<file path="config.mk">
export PLATFORM = sky130hd
export DESIGN_NAME = lfsr_prng
export DESIGN_NICKNAME = d
export VERILOG_FILES = /design/src/rtl/lfsr_pkg.sv /design/src/rtl/lfsr_step.sv /design/src/rtl/lfsr_prng.sv
export SDC_FILE = /design/constraint.sdc
export NUM_CORES = 1
export LEC_CHECK = 0
export BUFFER_PORTS_ARGS = -buffer_cell sky130_fd_sc_hd__buf_2
export CORE_ASPECT_RATIO = 1.75
export CORE_MARGIN = 2
export CORE_UTILIZATION = 40
export CTS_CLUSTER_DIAMETER = 60
export DETAILED_ROUTE_END_ITERATION = 8
export REMOVE_ABC_BUFFERS = 1
export SETUP_SLACK_MARGIN = 0.05
export SLEW_MARGIN = 25
export SYNTH_ARGS = -nofsm -noshare
export SYNTH_HDL_FRONTEND = slang
export SYNTH_SLANG_ARGS = --single-unit
</file>
<file path="constraint.sdc">
create_clock -name clk -period 3 [get_ports clk]
set_input_delay 0.6 -clock clk [delete_from_list [all_inputs] [get_ports clk]]
set_output_delay 0.6 -clock clk [all_outputs]
set_load 0.1 [all_outputs]
</file>
<file path="src/rtl/lfsr_pkg.sv">
// Shared LFSR definitions: tap masks per width, FSM state encoding and the
// single-shift next-state function used by every LFSR stage.
package lfsr_pkg;

  localparam logic [63:0] TAPS_W8  = 64'h0000_0000_0000_001D;
  localparam logic [63:0] TAPS_W16 = 64'h0000_0000_0000_002D;
  localparam logic [63:0] TAPS_W32 = 64'h0000_0000_C000_0401;
  localparam logic [63:0] TAPS_W64 = 64'h0000_0000_0000_001B;

  localparam int CNT_W = 8;

  typedef enum logic [0:0] {
    ST_WARM  = 1'b0,
    ST_READY = 1'b1
  } lfsr_state_e;

  function automatic logic [63:0] tap_mask(input int unsigned width);
    case (width)
      32'd8:   return TAPS_W8;
      32'd16:  return TAPS_W16;
      32'd32:  return TAPS_W32;
      32'd64:  return TAPS_W64;
      default: return 64'd0;
    endcase
  endfunction

  function automatic bit width_supported(input int unsigned width);
    return (width == 32'd8) || (width == 32'd16) ||
           (width == 32'd32) || (width == 32'd64);
  endfunction

  // One Fibonacci shift: feedback enters at the MSB; state must be
  // zero-extended from `width` bits.
  function automatic logic [63:0] lfsr_shift(input logic [63:0] state,
                                             input int unsigned width);
    logic [63:0] nxt;
    nxt = state >> 1;
    nxt[6'(width - 32'd1)] = ^(state & tap_mask(width));
    return nxt;
  endfunction

endpackage

</file>
<file path="src/rtl/lfsr_step.sv">
// Combinational block applying N chained LFSR shifts to a WIDTH-bit state.
module lfsr_step
  import lfsr_pkg::*;
#(
  parameter int WIDTH = 16,
  parameter int N     = 1
) (
  input  logic [WIDTH-1:0] state_i,
  output logic [WIDTH-1:0] state_o
);

  logic [WIDTH-1:0] acc_s;

  always_comb begin
    acc_s = state_i;
    for (int i = 0; i < N; i++) begin
      acc_s = WIDTH'(lfsr_shift(64'(acc_s), WIDTH));
    end
    state_o = acc_s;
  end

endmodule

</file>
<file path="src/rtl/lfsr_prng.sv">
// Maximal-length LFSR pseudo-random generator with warm-up phase, seed load,
// valid/ready output handshake and output range masking.
module lfsr_prng
  import lfsr_pkg::*;
#(
  parameter int               WIDTH        = 16,
  parameter int               STEP         = 1,
  parameter int               WARMUP       = 16,
  parameter logic [WIDTH-1:0] DEFAULT_SEED = '1
) (
  input  logic                         clk,
  input  logic                         rst,
  input  logic                         seed_load,
  input  logic [WIDTH-1:0]             seed,
  input  logic [$clog2(WIDTH+1)-1:0]   range_bits,
  output logic [WIDTH-1:0]             dout,
  output logic                         dout_valid,
  input  logic                         dout_ready
);

  if (!width_supported(WIDTH)) begin : g_bad_width
    $error("lfsr_prng: WIDTH must be 8, 16, 32 or 64");
  end
  if ((STEP < 1) || (STEP > WIDTH)) begin : g_bad_step
    $error("lfsr_prng: STEP must lie in 1..WIDTH");
  end
  if ((WARMUP < 0) || (WARMUP > 255)) begin : g_bad_warmup
    $error("lfsr_prng: WARMUP must lie in 0..255");
  end
  if (DEFAULT_SEED == '0) begin : g_bad_seed
    $error("lfsr_prng: DEFAULT_SEED must be nonzero");
  end

  logic [WIDTH-1:0] state_q, state_d;
  logic [WIDTH-1:0] step1_s, stepn_s, mask_s, seed_s;
  logic [CNT_W-1:0] cnt_q, cnt_d;
  lfsr_state_e      fsm_q, fsm_d;
  logic             valid_q;

  lfsr_step #(.WIDTH(WIDTH), .N(1)) u_step_warm (
    .state_i (state_q),
    .state_o (step1_s)
  );

  lfsr_step #(.WIDTH(WIDTH), .N(STEP)) u_step_xfer (
    .state_i (state_q),
    .state_o (stepn_s)
  );

  // A zero seed would lock the LFSR, so it is replaced by all-ones.
  assign seed_s = (seed == '0) ? '1 : seed;

  // Next-state: seed load beats any transfer; warm-up shifts once per cycle.
  always_comb begin
    state_d = state_q;
    cnt_d   = cnt_q;
    fsm_d   = fsm_q;
    if (seed_load) begin
      state_d = seed_s;
      cnt_d   = '0;
      fsm_d   = ST_WARM;
    end else begin
      case (fsm_q)
        ST_WARM: begin
          if (WARMUP == 0) begin
            fsm_d = ST_READY;
          end else begin
            state_d = step1_s;
            cnt_d   = cnt_q + 8'd1;
            if (cnt_d == 8'(WARMUP)) begin
              fsm_d = ST_READY;
            end else begin
              fsm_d = ST_WARM;
            end
          end
        end
        ST_READY: begin
          if (dout_ready) begin
            state_d = stepn_s;
          end else begin
            state_d = state_q;
          end
        end
        default: begin
          fsm_d = ST_WARM;
        end
      endcase
    end
  end

  // State registers with synchronous reset taking priority over everything.
  always_ff @(posedge clk) begin
    if (rst) begin
      state_q <= DEFAULT_SEED;
      cnt_q   <= '0;
      fsm_q   <= ST_WARM;
      valid_q <= 1'b0;
    end else begin
      state_q <= state_d;
      cnt_q   <= cnt_d;
      fsm_q   <= fsm_d;
      valid_q <= (fsm_d == ST_READY);
    end
  end

  // Keep the low range_bits bits; values above WIDTH naturally saturate.
  always_comb begin
    mask_s = '0;
    for (int i = 0; i < WIDTH; i++) begin
      mask_s[i] = (32'(range_bits) > 32'(i));
    end
  end

  assign dout       = state_q & mask_s;
  assign dout_valid = valid_q;

endmodule

</file>
==> results.yml <==
worst_setup_path:
  path_class: "in2out"
  cp-start-kind: "input pin"
  critPathRequiredTime_ns: 2.40
  path_max_fanout: 9
  crit_arrival_ns: 1.64
  endpoint_kind: "output port"
power_and_ir_drop:
  power_uw: 807.8
  leakage_uw: 0.0006884
  vdd_drop_max_uv: 304.1
  power_density_nw_per_um2: 458.2
synthesis:
  synth-async-reset-ratio_pct: 0
  ys.flop_type: "dfxtp_1"
  yosysWarningCount: 0
  synth.most_common_cell: "dfxtp_1"
  ys_ff_latch: 25
  syn_area_per_cell_um2: 8.672
  synth_top_family_by_area: "simple AND/OR/NAND/NOR gates"
  synth_compound_area_share_pct: 19.52
  ys_seq_area_share_pct: 33.36
  synth_mux_area_share_pct: 12.59
  synth_area_leader_cell: "dfxtp_1"
  synthAdderAreaFrac_pct: 1.668
  yosys-top-cells-count: "dfxtp_1, nand2_1, o22ai_1"
  netlist_instances: 173
  synth-simple-area-share_pct: 22.60
  synth-xor-area-share_pct: 6.422
  synth_top_area_share_pct: 33.36
  syn_area_um2: 1500
  synth_area_leaders: "dfxtp_1, mux2_2, o22ai_1"
  ys_types: 41
  synth_edf_count: 0
timing:
  min_period_ns: 2.236
  finalCritPeriodShare_pct: 74.53
  tightest_slew_ns: 0.8327
  finClkSkew_ns: 0.002838
  setup_viol: 0
  maxSlewHeadroom_pct: 44.30
  slew_violations: 0
  hold_viol: 0
  fmax_mhz: 447.2
  holdWs_ns: 0.5379
  rsz0062_at_grt: "false"
grt:
  grt_pass1_vias: 1357
  grt_start_max_net_pins: 21
  overflow: 0
  antenna_found_initial: 0
  grt_pass1_wl_um: 6161
  groute.usage.overall_pct: 18.15
placed_design:
  dp_cells: 250
  io_buffers: 41
  place_congestion: 0.7636
  hpwl_um: 2868
clock_network:
  cts_resized: 0
  clockBufferDepth: 2
  tritoncts: "built"
  cts_max_level: 1
  clock-sinks: 25
  root_buffer: "clkbuf_8"
  cts_made_buffers: 3
  clk_pin_slew_ns: 0.08
  clk_latency_ns: 0.26
  ctsHoldBuffers: 0
  cts_setup_buffers: 0
floorplanning:
  start_util_pct: 41.76
  die_h_um: 85.02
  coreArea_um2: 3592
  dieArea_um2: 4276
  die_w_um: 50.30
  num_rows: 29
  io_pins: 42
final_layout:
  multi_input_area_um2: 942.2
  final-seq-area_um2: 500.5
  fill_cells: 366
  area_growth_pct: 17.51
  final_nets: 236
  drive_above_1_share_pct: 28.85
  instances_no_fill: 254
  antennaDiodeCount: 0
detailed_routing:
  ant_nets: 0
  route.detailed.drc: 0
  drt-total-wl_um: 3631
  drt_first_pass_iters: 4
  drtIter0Drc: 29
  vias_per_cell: 5.539
  vias: 1407
  wl_per_cell_um: 14.30
min_path:
  worstHoldPathType: "reg2reg"
run:
  cap_violations: 0
run_status:
  outcome: "completed"
-- placed cells by master, fill, tap and decap left out, types with 2 or more instances in the layout --
cell type / count
a21boi_0: 5
a21oi_1: 3
a31oi_1: 2
and3_1: 2
buf_2: 41
clkbuf_8: 3
dfxtp_1: 25
ha_1: 2
mux2_1: 6
mux2_2: 9
mux2i_1: 2
nand2_1: 23
nand2b_1: 2
nand3_1: 4
nand4_1: 3
nor2_1: 13
nor2b_1: 8
o21a_1: 5
o21ai_0: 3
o22ai_1: 15
or4_4: 3
xnor2_1: 3
xor2_1: 8
-- power by group --
part	total (uW)	internal [uW]	switching (uW)
clock network	191	92.7	98.8
logic	257	62.4	195
registers	359	346	13.4
total	808	501	307
-- per-stage QoR --
step	setup WS, ns	utilization (%)	instance area [um2]	TNS [ns]
after detailed placement	0.6157	47.79	1717	0
after CTS	0.7691	49.08	1763	0
after floorplan	-0.4615	-	1446	-2.239
after global placement	0.6489	47.79	1717	0
final	0.7640	49.08	1763	0
after global routing	0.6730	49.08	1763	0
-- registers in the layout, summed over array words and instances, names as in the netlist --
name / count
cnt_q: 8
dout_valid: 1
state_q: 16
-- critical path: stages --
cell      delay (ns)
buf_2           0.17
nand2_1         0.13
nand2b_1        0.10
a21oi_1         0.08
nor2b_1         0.12
buf_2           0.43
-- layout make-up --
| type | instances | area share (%) |
|---|---|---|
| clock inverters | 1 | 0.2839 |
| inverters | 1 | 0.2129 |
| well taps | 46 | 3.265 |
| clock buffers | 3 | 2.342 |
| multi-input cells | 136 | 53.44 |
| repair buffers | 42 | 12.07 |
| flip-flops and latches | 25 | 28.39 |
-- layer usage --
layer / GRT usage [%] / vias up / routed length [um]
met4: 7.617 / 0 / 68
met1: 19.78 / 665 / 1434
li1: - / 696 / -
met3: 2.465 / 4 / 172
met2: 33.85 / 42 / 1955
met5: 0 / - / 0
-- final timing paths --
kind / start / slack [ns] / cells past startpoint / to
setup / recovery: range_bits[1] / 0.76 / 6 / dout[10]
hold / removal: cnt_q[7] / 0.54 / 2 / cnt_q[7]
setup reg to reg: dout_valid / 1.37 / 5 / state_q[4]
hold reg to reg: cnt_q[7] / 0.54 / 2 / cnt_q[7]
-- kinds of logic (layout without fill, tap and decap cells) --
| logic type | Yosys count | count (layout) |
|---|---|---|
| and+or+nand+nor | 66 | 66 |
| AOI/OAI and AO/OA | 40 | 40 |
| DFF | 25 | 25 |
| muxes | 17 | 17 |
| buffers and inverters | 12 | 47 |
| xor gates and xnor gates | 11 | 11 |
| adders and majority gates | 2 | 2 |
No activity file was read; power rests on OpenSTA's default activity.
